==> src/rtl/motoro3_gate_monitor.sv <==
// motoro3_gate_monitor: receive-side checker for the six half-bridge gate lines of a 3-phase motor
// Ports:
//   clkI, nRstI                 clock, asynchronous active-low reset
//   aHPi, bHPi, cHPi            high-side gates
//   aLNi, bLNi, cLNi            low-side gates (active-low when LOW_INV = 1)
//   faultClrI                   synchronous clear of sticky faults and stall
//   stepO, stepValidO, dirO     decoded commutation step (0..5), its validity, direction
//   stepPulseO                  one-cycle pulse on each accepted adjacent step change
//   periodO, periodValidO       cycles between the last two step pulses, update strobe
//   shootThruO, deadViolO       sticky leg faults
//   illegalO                    sticky illegal pattern / skipped step
//   stalledO                    no step change for STALL_CNT cycles
//   faultO                      registered OR of the sticky faults
module motoro3_gate_monitor #(
    parameter int LOW_INV   = 1,
    parameter int MIN_DEAD  = 10,
    parameter int PERIOD_W  = 24,
    parameter int STALL_CNT = 10000000
) (
    input  logic                clkI,
    input  logic                nRstI,
    input  logic                aHPi,
    input  logic                aLNi,
    input  logic                bHPi,
    input  logic                bLNi,
    input  logic                cHPi,
    input  logic                cLNi,
    input  logic                faultClrI,
    output logic [2:0]          stepO,
    output logic                stepValidO,
    output logic                dirO,
    output logic                stepPulseO,
    output logic [PERIOD_W-1:0] periodO,
    output logic                periodValidO,
    output logic                shootThruO,
    output logic                deadViolO,
    output logic                illegalO,
    output logic                stalledO,
    output logic                faultO
);
    localparam int DW = $clog2(MIN_DEAD + 1);
    localparam int SW = $clog2(STALL_CNT + 1);
    localparam logic [DW-1:0] DEAD_MAX = DW'(MIN_DEAD);
    localparam logic [SW-1:0] STALL_LAST = SW'(STALL_CNT - 1);
    localparam logic [PERIOD_W-1:0] PER_MAX = '1;
    localparam logic [2:0] INV = (LOW_INV != 0) ? 3'b111 : 3'b000;
    // Sync flops reset to the idle level so the first decoded pattern is all legs off
    logic [5:0] syncA, syncB;
    always_ff @(posedge clkI or negedge nRstI)
        if (!nRstI) begin
            syncA <= {INV, 3'b000};
            syncB <= {INV, 3'b000};
        end else begin
            syncA <= {cLNi, bLNi, aLNi, cHPi, bHPi, aHPi};
            syncB <= syncA;
        end
    logic [2:0] hi, lo;
    assign hi = syncB[2:0];
    assign lo = syncB[5:3] ^ INV;
    logic       isValid, isHold, anyX, badPat;
    logic [2:0] vStep;
    always_comb begin
        isValid = 1'b1;
        vStep   = 3'd0;
        case ({hi, lo})
            6'b001_010: vStep = 3'd0;
            6'b001_100: vStep = 3'd1;
            6'b010_100: vStep = 3'd2;
            6'b010_001: vStep = 3'd3;
            6'b100_001: vStep = 3'd4;
            6'b100_010: vStep = 3'd5;
            default:    isValid = 1'b0;
        endcase
    end
    assign anyX   = |(hi & lo);
    assign isHold = (hi == 3'b000) && $onehot0(lo);
    assign badPat = !anyX && !isValid && !isHold;
    logic          armed, lock, havePrev;
    logic [SW-1:0] stallCnt;
    logic [PERIOD_W-1:0] perCnt;
    logic [2:0]    stepUp, stepDn;
    logic          change, first, fwd, rev, skip, pulse, stallHit;
    assign stepUp = (stepO == 3'd5) ? 3'd0 : stepO + 3'd1;
    assign stepDn = (stepO == 3'd0) ? 3'd5 : stepO - 3'd1;
    // After a stall the held sector must not re-validate itself; lock demands real motion
    assign change   = isValid && ((vStep != stepO) || (armed && !lock));
    assign first    = change && armed;
    assign fwd      = change && !armed && (vStep == stepUp);
    assign rev      = change && !armed && (vStep == stepDn);
    assign skip     = change && !armed && !fwd && !rev;
    assign pulse    = fwd || rev;
    // Stall timing only runs once a step has been established
    assign stallHit = !armed && !change && (stallCnt == STALL_LAST);
    logic [2:0] hiPrev, loPrev, deadHit;
    for (genvar i = 0; i < 3; i++) begin : g_leg
        logic [DW-1:0] gap;
        logic          lastLo, lastAct, onH, onL, wasH, wasL, tooSoon;
        assign onH     = hi[i] & ~lo[i];
        assign onL     = lo[i] & ~hi[i];
        assign wasH    = hiPrev[i] & ~loPrev[i];
        assign wasL    = loPrev[i] & ~hiPrev[i];
        assign tooSoon = lastAct && (gap < DEAD_MAX);
        // gap is zero on a direct H<->L swap, so that case needs no separate term
        assign deadHit[i] = tooSoon && ((onH && !wasH && lastLo) || (onL && !wasL && !lastLo));
        always_ff @(posedge clkI or negedge nRstI)
            if (!nRstI) begin
                gap     <= '0;
                lastLo  <= 1'b0;
                lastAct <= 1'b0;
            end else begin
                gap <= (hi[i] | lo[i]) ? '0 : (gap == DEAD_MAX) ? gap : gap + 1'b1;
                if (onH || onL) begin
                    lastAct <= 1'b1;
                    lastLo  <= onL;
                end
            end
    end
    always_ff @(posedge clkI or negedge nRstI)
        if (!nRstI) begin
            hiPrev       <= '0;
            loPrev       <= '0;
            stepO        <= '0;
            stepValidO   <= 1'b0;
            dirO         <= 1'b0;
            stepPulseO   <= 1'b0;
            periodO      <= '0;
            periodValidO <= 1'b0;
            perCnt       <= '0;
            havePrev     <= 1'b0;
            stallCnt     <= '0;
            armed        <= 1'b1;
            lock         <= 1'b0;
            stalledO     <= 1'b0;
            shootThruO   <= 1'b0;
            deadViolO    <= 1'b0;
            illegalO     <= 1'b0;
            faultO       <= 1'b0;
        end else begin
            hiPrev       <= hi;
            loPrev       <= lo;
            stepO        <= change ? vStep : stepO;
            stepValidO   <= stallHit ? 1'b0 : first ? 1'b1 : stepValidO;
            dirO         <= fwd ? 1'b0 : rev ? 1'b1 : dirO;
            stepPulseO   <= pulse;
            periodValidO <= pulse && havePrev;
            periodO      <= (pulse && havePrev) ? perCnt : periodO;
            perCnt       <= pulse ? PERIOD_W'(1) : (perCnt == PER_MAX) ? perCnt : perCnt + 1'b1;
            havePrev     <= pulse || (havePrev && !first && !skip && !stallHit);
            stallCnt     <= change ? '0 : armed ? stallCnt : stallCnt + 1'b1;
            armed        <= stallHit || (armed && !first);
            lock         <= stallHit || (lock && !first);
            stalledO     <= stallHit || (stalledO && !first && !faultClrI);
            shootThruO   <= anyX || (shootThruO && !faultClrI);
            deadViolO    <= (|deadHit) || (deadViolO && !faultClrI);
            illegalO     <= badPat || skip || (illegalO && !faultClrI);
            faultO       <= shootThruO | deadViolO | illegalO;
        end
endmodule
==> config.mk <==
export PLATFORM = sky130hd
export DESIGN_NAME = motoro3_gate_monitor
export DESIGN_NICKNAME = d
export VERILOG_FILES = /design/src/rtl/motoro3_gate_monitor.sv
export SDC_FILE = /design/constraint.sdc
export NUM_CORES = 1
export LEC_CHECK = 0
export ABC_CLOCK_PERIOD_IN_PS = 3000
export BUFFER_PORTS_ARGS = -buffer_cell sky130_fd_sc_hd__buf_2
export CORE_MARGIN = 5
export CORE_UTILIZATION = 28
export CTS_CLUSTER_DIAMETER = 40
export DETAILED_ROUTE_END_ITERATION = 7
export GPL_TIMING_DRIVEN = 1
export PLACE_DENSITY = 0.46
export SETUP_SLACK_MARGIN = 0.15
export SLEW_MARGIN = 20
export SYNTH_ARGS = -nofsm -noshare
export SYNTH_HDL_FRONTEND = slang
export SYNTH_SLANG_ARGS = --single-unit
==> constraint.sdc <==
create_clock -name clkI -period 3 [get_ports clkI]
set_input_delay 0.45 -clock clkI [delete_from_list [all_inputs] [get_ports clkI]]
set_output_delay 0.45 -clock clkI [all_outputs]
set_load 0.03 [all_outputs]
==> flow_summary.yaml, run 1 <==
pwr:
  cellPowerDensity_nw_per_um2: 668
  clock_power_share: 0.455
  power.combinational.fraction: 0.134
  int_pwr_uw: 3490
  switchingPower_uw: 1310
  power_frac_seq: 0.411
  vdd.ir_drop.worst_uv: 431
  fraction_of_power_spent_switching_nets: 0.273
  power.leakage_uw: 0.00341
synthesis:
  synth_edf_count: 0
  post_syn_area_per_cell_sq_um: 11.1
  ys_warn_count: 0
  synth.area.top_cells: "dfrtp_1 (49%), mux2_4 (4.8%), xor2_1 (4.8%), ha_1 (4.7%), nor2_1 (3.2%)"
  async_flop_share: 1.00
  postSynthCellCount: 528
  synth-main-ff-cell: "dfrtp_1"
  synth_seq_area_share: 0.525
  syn_area_sq_um: 5880
  synth_fp_nets: 559
  synthDominantAreaCellType: "dfrtp_1"
  yosys.area.top_type_share: 0.493
  number_of_storage_elements_in_the_synthesis_netlist: 123
  ys_types: 56
drt:
  drc_errors: 0
  final_antenna_net_count: 0
  drt-vias-per-instance: 4.66
  first_pass_iters: 4
  detailedRoute.firstIterationViolations: 267
  via_count: 4107
  finalWirelength_mm: 12.6
  wl_per_cell_um: 14.3
placed_design:
  pre_cts_slack_ps: 51.8
  buffer_ports.inserted: 44
  placer_congestion: 0.758
  dp.final_hpwl_mm: 8.53
floorplan:
  dieWidth_um: 155
  core_region_area_sq_um: 20800
  cell_rows: 53
  boundaryPins: 45
  fp.dieH_um: 155
  initial_utilization: 0.283
  floorplan.die_area_sq_um: 24000
timing:
  maxSlewViolCount: 0
  final.period_utilization: 0.928
  timing.max_slew.rel_slack: 0.595
  max_freq_mhz: 359
  setup_slack_ps: 217
  worst_clock_skew_ps: 8.13
  grt_setup_unrepaired: "yes"
  final_period_minus_worst_setup_slack_ps: 2780
  report.final.setup_viol: 0
  worst-slew-pin-transition_ps: 606
  setup_tns_ps: 0
  report.final.hold_viol_count: 0
  worst_hold_slack_ps: 130
clocking:
  cts_root_buffer: "clkbuf_16"
  cts-htree-levels: 4
  clk_path_buf_depth: 2
  insertion_delay_ps: 420
  cts_tree: "yes"
  cts_buf_count: 17
  tritoncts_num_sinks: 123
  clk_pin_slew_worst_paths_ps: 60
layout:
  layout-drive-gt1-share: 0.224
  area.growth.synth_to_final_pct: 22.2
  final_nets: 625
  mostFrequentLayoutCell: "dfrtp_1"
  antenna_diode_count: 0
  most-common-layout-cells: "dfrtp_1 (116), nor2_1 (50), buf_2 (43), nand2_1 (36), xor2_1 (30)"
global_route:
  grt_max_degree: 62
  first_global_vias: 4276
  grt_overflow_total: 0
  global_route_wire_length_before_repair_mm: 21.3
  grt_antenna_before_repair: 0
  grtUsageTotal: 0.110
setup_path:
  slowest_cell_on_the_critical_path: "dfstp_2"
  cpPeakStageDelay_ps: 640
  critPathKind: "register to register"
  critPathArrivalTime_ps: 3090
  cp_cell_sequence: "and4bb_2 > a21boi_1 > nor4_2 > a22oi_2 > a2111oi_4 > buf_4 > nand2_8 > mux2_4"
  crit_path_start_kind: "register"
  crit_buf_inv: 1
  source_of_the_worst_register_to_register_timing_path: "syncB[4]"
  crit_required_ps: 3300
  timing.critical_path.fanout_max: 25
  setup.worst_path.end_class: "register"
  critPathTopFamily: "simple AND/OR/NAND/NOR gates"
  crit_start: "syncB[4]"
run:
  max_cap_viol: 0
status:
  run_status: "finished, final reports clean"
worst_hold_path:
  hold_crit_path_type: "primary input to register"
  timing.hold.worst.start: "bLNi"
## repair_timing
action	CTS	global route
buffers inserted	1	6
hold buffers	1	0
endpoints found under the setup margin	24	25
gates resized for setup	1	7
hold endpoints to repair	30	0
pin swaps	1	0
## state kept, by name, indices dropped and copies added, names as in the netlist, 6 cells and up
name       cells
g_leg.gap     12
perCnt        24
periodO       24
stallCnt      24
syncA          6
syncB          6
## layout make-up
cell class                 instances  area [sq um]
multi-input combinational        370          2690
timing repair buffer              61           360
tap                              275           344
clock inverter                    13           189
clock buffer                      19           443
fill                            2115         13600
sequential                       123          3090
inverter                          21          78.8
## synth_stat cells (all sizes together) (2+ instances only)
| cell type | n |
|---|---|
| ha | 22 |
| and3 | 15 |
| nor3 | 9 |
| nand3 | 25 |
| nor3b | 3 |
| xnor2 | 13 |
| nand2b | 7 |
| a21oi | 17 |
| and4 | 4 |
| xor2 | 32 |
| mux2i | 5 |
| mux2 | 27 |
| nor2 | 50 |
| o21ai | 23 |
| and2 | 12 |
| a32oi | 2 |
| dfrtp | 116 |
| nand3b | 2 |
| a21boi | 3 |
| nand2 | 37 |
| o2111ai | 2 |
| nor2b | 6 |
| nand4 | 10 |
| clkbuf | 6 |
| a21o | 3 |
| o311a | 3 |
| nor4 | 4 |
| buf | 8 |
| inv | 21 |
| and4bb | 4 |
| nor4b | 3 |
| dfstp | 7 |
| o211ai | 2 |
| or3 | 12 |
## power by group through the flow
| stage | clock network [uW] | registers [uW] | logic (uW) |
|---|---|---|---|
| after floorplan | 0 | 2000 | 406 |
| after detailed placement | 0 | 2000 | 629 |
| after global routing | 2320 | 2000 | 729 |
| after CTS | 2260 | 1970 | 636 |
| after global placement | 0 | 1990 | 614 |
| final | 2190 | 1970 | 641 |
## logic make-up (layout without fill, tap and decap cells)
group,Yosys count,after routing,synth area share
AO/OA/AOI/OAI,66,66,0.0755
XOR/XNOR,45,45,0.0670
adder cells (fa/ha/maj),22,22,0.0468
buffers and inverters,35,114,0.0274
flip-flops,123,123,0.525
multiplexers,32,32,0.0723
AND/OR/NAND/NOR,205,205,0.186
## stage by stage
| step | power, uW | cells | utilization | cell area [sq um] |
|---|---|---|---|---|
| 2_1_floorplan | 2400 | 528 | - | 5880 |
| 3_5_place_dp | 2630 | 842 | 0.310 | 6450 |
| 6_report | 4800 | 882 | 0.345 | 7190 |
| 4_1_cts | 4860 | 876 | 0.341 | 7110 |
| 3_3_place_gp | 2600 | 842 | 0.310 | 6450 |
| 5_1_grt | 5050 | 882 | 0.345 | 7190 |
## per-layer routing
metal / up-vias / GRT usage / routed length [um]
met1: 2057 / 0.144 / 6030
met4: 0 / 0.0353 / 163
met5: - / 0 / 0
met3: 13 / 0.0434 / 600
met2: 70 / 0.168 / 5840
li1: 1967 / - / -
## worst reg2reg max path: stages, from the launching register on
cell and delay [ps]:
dfstp_2 640, and4bb_2 330, a21boi_1 90, nor4_2 360, a22oi_2 150, a2111oi_4 360
buf_4 200, nand2_8 180, mux2_4 370
## worst paths after layout
kind / to / slack, ps / cells after the start
max reg2reg: periodO[13] / 220 / 8
max in group asynchronous: armed / 1690 / 3
min: syncA[4] / 130 / 1
min reg2reg: syncB[1] / 350 / 0
max: periodO[13] / 220 / 8
min in group asynchronous: hiPrev[2] / 520 / 2
Power figures use the tool's default switching activity.
==> inputs of run 2 (changes only) <==
--- a/config.mk
+++ b/config.mk
@@ -7,12 +7,14 @@
 export LEC_CHECK = 0
 export ABC_CLOCK_PERIOD_IN_PS = 3000
 export BUFFER_PORTS_ARGS = -buffer_cell sky130_fd_sc_hd__buf_2
+export CAP_MARGIN = 20
 export CORE_MARGIN = 5
 export CORE_UTILIZATION = 28
 export CTS_CLUSTER_DIAMETER = 40
 export DETAILED_ROUTE_END_ITERATION = 7
 export GPL_TIMING_DRIVEN = 1
 export PLACE_DENSITY = 0.46
+export RECOVER_POWER = 100
 export SETUP_SLACK_MARGIN = 0.15
 export SLEW_MARGIN = 20
 export SYNTH_ARGS = -nofsm -noshare
==> run 2 against run 1 <==
- the flow now finishes with violations (max-capacitance violations, max-slew violations)
- worst setup slack improved by 13 ps
- die area unchanged
- cell count unchanged
- sequential share of layout area increased by 0.67 points
- wire length decreased by 0.51%
- hold slack got worse by 1.3 ps
- via count decreased by 0.12%
- register-to-register slack about the same
- critical path type unchanged
- critical endpoint is now periodO[10]
- largest power group unchanged
==> flow_summary.yaml, run 2 (same netlist as run 1, synthesis figures left out) <==
timing:
  final.period_utilization: 0.923
  grt_setup_unrepaired: "yes"
  worst-slew-pin-transition_ps: 1880
  worst_clock_skew_ps: 8.22
  setup_tns_ps: 0
  max_freq_mhz: 361
  final_period_minus_worst_setup_slack_ps: 2770
  report.final.setup_viol: 0
  maxSlewViolCount: 34
  timing.max_slew.rel_slack: -0.256
  report.final.hold_viol_count: 0
setup_path:
  crit_required_ps: 3300
  rr_endpoint: "periodO[10]"
  worstSetupPathDepth: 8
  setup.worst_path.end_class: "register"
  timing.critical_path.fanout_max: 25
  r2r_cells: 8
  critPathKind: "register to register"
  r2r_slack_ps: 230
  critPathTopFamily: "simple AND/OR/NAND/NOR gates"
  slowest_cell_on_the_critical_path: "dfstp_2"
  cp_cell_sequence: "and4bb_2 > a21boi_1 > nor4_2 > a22oi_2 > a2111oi_4 > buf_4 > nand2_8 > mux2_1"
  crit_path_start_kind: "register"
  source_of_the_worst_register_to_register_timing_path: "syncB[4]"
  critPathArrivalTime_ps: 3070
  cpPeakStageDelay_ps: 640
  crit_buf_inv: 1
  crit_start: "syncB[4]"
drt:
  drc_errors: 0
  via_count: 4102
  final_antenna_net_count: 0
  drt-vias-per-instance: 4.65
  finalWirelength_mm: 12.6
  first_pass_iters: 4
  detailedRoute.firstIterationViolations: 290
  wl_per_cell_um: 14.2
clocking:
  clk_pin_slew_worst_paths_ps: 60
  cts-htree-levels: 4
  cts_root_buffer: "clkbuf_16"
  cts_buf_count: 17
  cts_tree: "yes"
  insertion_delay_ps: 420
  clk_path_buf_depth: 2
  tritoncts_num_sinks: 123
layout:
  most-common-layout-cells: "dfrtp_1 (116), nor2_1 (50), clkbuf_1 (44), nand2_1 (36), xor2_1 (30)"
  reg.largest.list: "perCnt x24, periodO x24, stallCnt x24"
  antenna_diode_count: 0
  layout-drive-gt1-share: 0.135
  area.growth.synth_to_final_pct: 20.3
  final_nets: 625
  nFillCells: 2133
  mostFrequentLayoutCell: "dfrtp_1"
worst_hold_path:
  timing.hold.worst.start: "bLNi"
  worstHoldEndpoint: "syncA[4]"
  worstHoldPathCells: 1
  hold_crit_path_type: "primary input to register"
floorplan:
  cell_rows: 53
  dieWidth_um: 155
  fp.dieH_um: 155
  floorplan.die_area_sq_um: 24000
  core_region_area_sq_um: 20800
  initial_utilization: 0.283
  boundaryPins: 45
placed_design:
  placer_congestion: 0.758
  buffer_ports.inserted: 44
  dp.final_hpwl_mm: 8.53
status:
  run_status: "finished with violations"
  violations: "max-capacitance violations, max-slew violations"
run:
  max_cap_viol: 1
pwr:
  cellPowerDensity_nw_per_um2: 676
  vdd.ir_drop.worst_uv: 430
  power.total_uw: 4780
  power.leakage_uw: 0.00321
global_route:
  first_global_vias: 4276
  global_route_wire_length_before_repair_mm: 21.3
  grtUsageTotal: 0.110
  grt_antenna_before_repair: 0
  grt_max_degree: 62
  grt_overflow_total: 0
==> run 2: worst max path at each step <==
stage | end | slack, ps
floorplan | periodO[10] | 260
global placement | periodO[5] | 170
detailed placement | periodO[20] | 50
CTS | periodO[13] | 160
global route | periodO[11] | 80
finish | periodO[10] | 230
==> run 2: stage by stage <==
| step | instance area, sq um | setup WS, ps | utilization | hold WS (ps) | instances |
|---|---|---|---|---|---|
| 2_1_floorplan | 5880 | 263 | - | 154 | 528 |
| 3_3_place_gp | 6450 | 171 | 0.310 | 340 | 842 |
| 3_5_place_dp | 6450 | 51.8 | 0.310 | 339 | 842 |
| 4_1_cts | 7110 | 156 | 0.341 | 105 | 876 |
| 5_1_grt | 7080 | 77.4 | 0.340 | 101 | 882 |
| 6_report | 7080 | 230 | 0.340 | 129 | 882 |
==> run 2: cell type report <==
cell class	count	area (sq um)	area share
clock inverter	13	189	0.0267
timing repair buffer	61	292	0.0412
sequential	123	3090	0.436
inverter	21	78.8	0.0111
multi-input combinational	370	2640	0.374
clock buffer	19	443	0.0626
tap	275	344	0.0486
==> run 2: report_power, final <==
part | internal [uW] | total, uW | leakage (uW) | switching (uW)
Clock | 1420 | 2190 | 0.000304 | 770
Sequential | 1810 | 1970 | 0.00160 | 161
Combinational | 244 | 625 | 0.00131 | 380
Total | 3470 | 4780 | 0.00321 | 1310
==> run 2: what timing repair did <==
item | CTS | global route
buffers inserted | 1 | 6
endpoints found under the hold margin | 30 | 0
pin swaps | 1 | 0
endpoints found under the setup margin | 24 | 25
resized for setup | 1 | 7
hold buffers | 1 | 0
==> run 2: layer usage <==
metal / GRT usage / vias to the layer above / part of all wire
met5: 0 / - / 0
met4: 0.0353 / 0 / 0.013
met3: 0.0434 / 13 / 0.047
met2: 0.168 / 64 / 0.46
met1: 0.144 / 2053 / 0.48
li1: - / 1972 / -
==> run 2: worst register-to-register path, delay by kind of cell, from the launching register on <==
family	cells	cell delay [ps]
AOI/OAI and AO/OA	3	600
buffers and inverters	1	200
DFF	1	640
muxes	1	370
and+or+nand+nor	3	860
==> inputs of run 3 (changes only) <==
--- a/config.mk
+++ b/config.mk
@@ -5,7 +5,7 @@
 export SDC_FILE = /design/constraint.sdc
 export NUM_CORES = 1
 export LEC_CHECK = 0
-export ABC_CLOCK_PERIOD_IN_PS = 3000
+export ABC_CLOCK_PERIOD_IN_PS = 2300
 export BUFFER_PORTS_ARGS = -buffer_cell sky130_fd_sc_hd__buf_2
 export CAP_MARGIN = 20
 export CORE_MARGIN = 5
@@ -13,7 +13,7 @@
 export CTS_CLUSTER_DIAMETER = 40
 export DETAILED_ROUTE_END_ITERATION = 7
 export GPL_TIMING_DRIVEN = 1
-export PLACE_DENSITY = 0.46
+export PLACE_DENSITY = 0.48
 export RECOVER_POWER = 100
 export SETUP_SLACK_MARGIN = 0.15
 export SLEW_MARGIN = 20
==> constraint.sdc (replaced) <==
create_clock -name clkI -period 2.3 [get_ports clkI]
set_input_delay 0.345 -clock clkI [delete_from_list [all_inputs] [get_ports clkI]]
set_output_delay 0.345 -clock clkI [all_outputs]
set_load 0.03 [all_outputs]
==> run 3 against run 2 <==
- the flow finishes with violations (negative setup slack)
- flip-flop and latch count did not move
- register-to-register slack worse by 570 ps
- global-route usage about the same
==> flow_summary.yaml, run 3 (same netlist as run 1, synthesis figures left out) <==
timing:
  report.final.hold_viol_count: 0
  worst_clock_skew_ps: 23.8
  timing.max_slew.rel_slack: 0.128
  final_period_minus_worst_setup_slack_ps: 2640
  final.period_utilization: 1.15
  report.final.setup_viol: 63
  grt_setup_unrepaired: "yes"
  worst-slew-pin-transition_ps: 1310
  setup_slack_ps: -339
  setup_tns_ps: -12630
  maxSlewViolCount: 0
  max_freq_mhz: 379
  worst_hold_slack_ps: 35.7
worst_hold_path:
  worstHoldEndpoint: "syncA[5]"
  hold_crit_path_type: "primary input to register"
  timing.hold.worst.start: "cLNi"
  worstHoldPathCells: 1
pwr:
  power.leakage_uw: 0.00364
  switchingPower_uw: 1810
  fraction_of_power_spent_switching_nets: 0.277
  power.combinational.fraction: 0.166
  int_pwr_uw: 4730
  vdd.ir_drop.worst_uv: 333
  cellPowerDensity_nw_per_um2: 837
  clock_power_share: 0.443
  power_frac_seq: 0.391
clocking:
  cts-htree-levels: 4
  clk_path_buf_depth: 2
  cts_tree: "yes"
  cts_root_buffer: "clkbuf_16"
  cts_buf_count: 17
  tritoncts_num_sinks: 123
  insertion_delay_ps: 430
  clk_pin_slew_worst_paths_ps: 60
floorplan:
  floorplan.die_area_sq_um: 24000
  dieWidth_um: 155
  boundaryPins: 45
  cell_rows: 53
  fp.dieH_um: 155
  initial_utilization: 0.283
  core_region_area_sq_um: 20800
status:
  run_status: "finished with violations"
  violations: "negative setup slack"
layout:
  most-common-layout-cells: "dfrtp_1 (116), buf_2 (43), buf_4 (37), nand2_1 (36), xor2_1 (30)"
  antenna_diode_count: 0
  final_nets: 663
  reg.largest.list: "perCnt x24, periodO x24, stallCnt x24"
  area.growth.synth_to_final_pct: 32.9
  final_design_area_no_fill_sq_um: 7820
  layoutNonFillerInstCount: 920
  mostFrequentLayoutCell: "dfrtp_1"
  layout-drive-gt1-share: 0.321
setup_path:
  cpPeakStageDelay_ps: 580
  critPathKind: "register to register"
  r2r_cells: 9
  r2r_slack_ps: -340
  slowest_cell_on_the_critical_path: "dfstp_2"
  cp_cell_sequence: "and4bb_1 > o211ai_2 > and3_4 > nor4b_4 > buf_4 > a2111oi_4 > nand2_4 > clkbuf_16 > mux2_4"
  crit_buf_inv: 2
  source_of_the_worst_register_to_register_timing_path: "syncB[3]"
  crit_path_start_kind: "register"
  critPathTopFamily: "simple AND/OR/NAND/NOR gates"
  critPathArrivalTime_ps: 2940
  timing.critical_path.fanout_max: 6
  setup.worst_path.end_class: "register"
  crit_required_ps: 2600
  rr_endpoint: "periodO[14]"
placed_design:
  dp.final_hpwl_mm: 9.19
  placedCellCount: 877
  place_area_sq_um: 6760
  pre_cts_slack_ps: -340
  buffer_ports.inserted: 44
  placer_congestion: 0.741
drt:
  drt-vias-per-instance: 4.59
  first_pass_iters: 4
  top_signal_layer_used: "met4"
  detailedRoute.firstIterationViolations: 143
  route.met3.wl_um: 430
  wl_per_cell_um: 14.5
  routedLengthMet1_mm: 6.17
  finalWirelength_mm: 13.3
  drc_errors: 0
  via_count: 4223
  met2_wirelength_mm: 6.54
  final_antenna_net_count: 0
global_route:
  global_route_wire_length_before_repair_mm: 21.4
  grt_max_degree: 47
  grt_overflow_total: 0
  grtUsageTotal: 0.111
  grt_antenna_before_repair: 0
  first_global_vias: 4307
run:
  max_cap_viol: 0
## run 3: cell count changes in the layout (fill, tap and decap cells not counted), sizes merged
cell and change:
clkbuf -39, buf +78, clkinvlp +1, inv -1
clkinv -1
## run 3: worst max-delay path by stage
stage	end	depth (start not counted)	start
after CTS	periodO[20]	9	syncB[5]
after floorplan	periodO[10]	9	syncB[5]
after global placement	periodO[11]	9	syncB[3]
final	periodO[14]	9	syncB[3]
after detailed placement	periodO[12]	9	syncB[5]
after global routing	periodO[7]	9	syncB[5]
## run 3: stage by stage
| stage | utilization | power [uW] |
|---|---|---|
| CTS | 0.356 | 6460 |
| floorplan | - | 3140 |
| global placement | 0.325 | 3480 |
| detailed placement | 0.325 | 3510 |
| finish | 0.376 | 6540 |
| global route | 0.376 | 6880 |
## run 3: cell type report
type                            count  area [sq um]
Clock buffer                       20           457
Clock inverter                     12           186
Fill cell                        2083         13000
Inverter                           21          83.8
Multi-Input combinational cell    370          2920
Sequential cell                   123          3090
Tap cell                          275           344
Timing Repair Buffer               99           746
## run 3: per-layer routing
| metal | up-vias | GRT usage |
|---|---|---|
| li1 | 2059 | - |
| met1 | 2090 | 0.137 |
| met2 | 61 | 0.184 |
| met3 | 13 | 0.0323 |
| met4 | 0 | 0.0395 |
| met5 | - | 0 |
## run 3: repair_timing
item,CTS,global route
hold endpoints to repair,40,0
setup endpoints to repair,81,81
cloned,0,3
buffers inserted,0,7
pin swaps,1,32
hold buffers,1,0
gates resized for setup,1,78
## run 3: power groups by stage
| stage | Combinational [uW] | Clock, uW | Sequential [uW] |
|---|---|---|---|
| 6_report | 1090 | 2900 | 2560 |
| 3_3_place_gp | 892 | 0 | 2590 |
| 4_1_cts | 921 | 2970 | 2560 |
| 2_1_floorplan | 537 | 0 | 2610 |
| 3_5_place_dp | 912 | 0 | 2600 |
| 5_1_grt | 1210 | 3080 | 2590 |
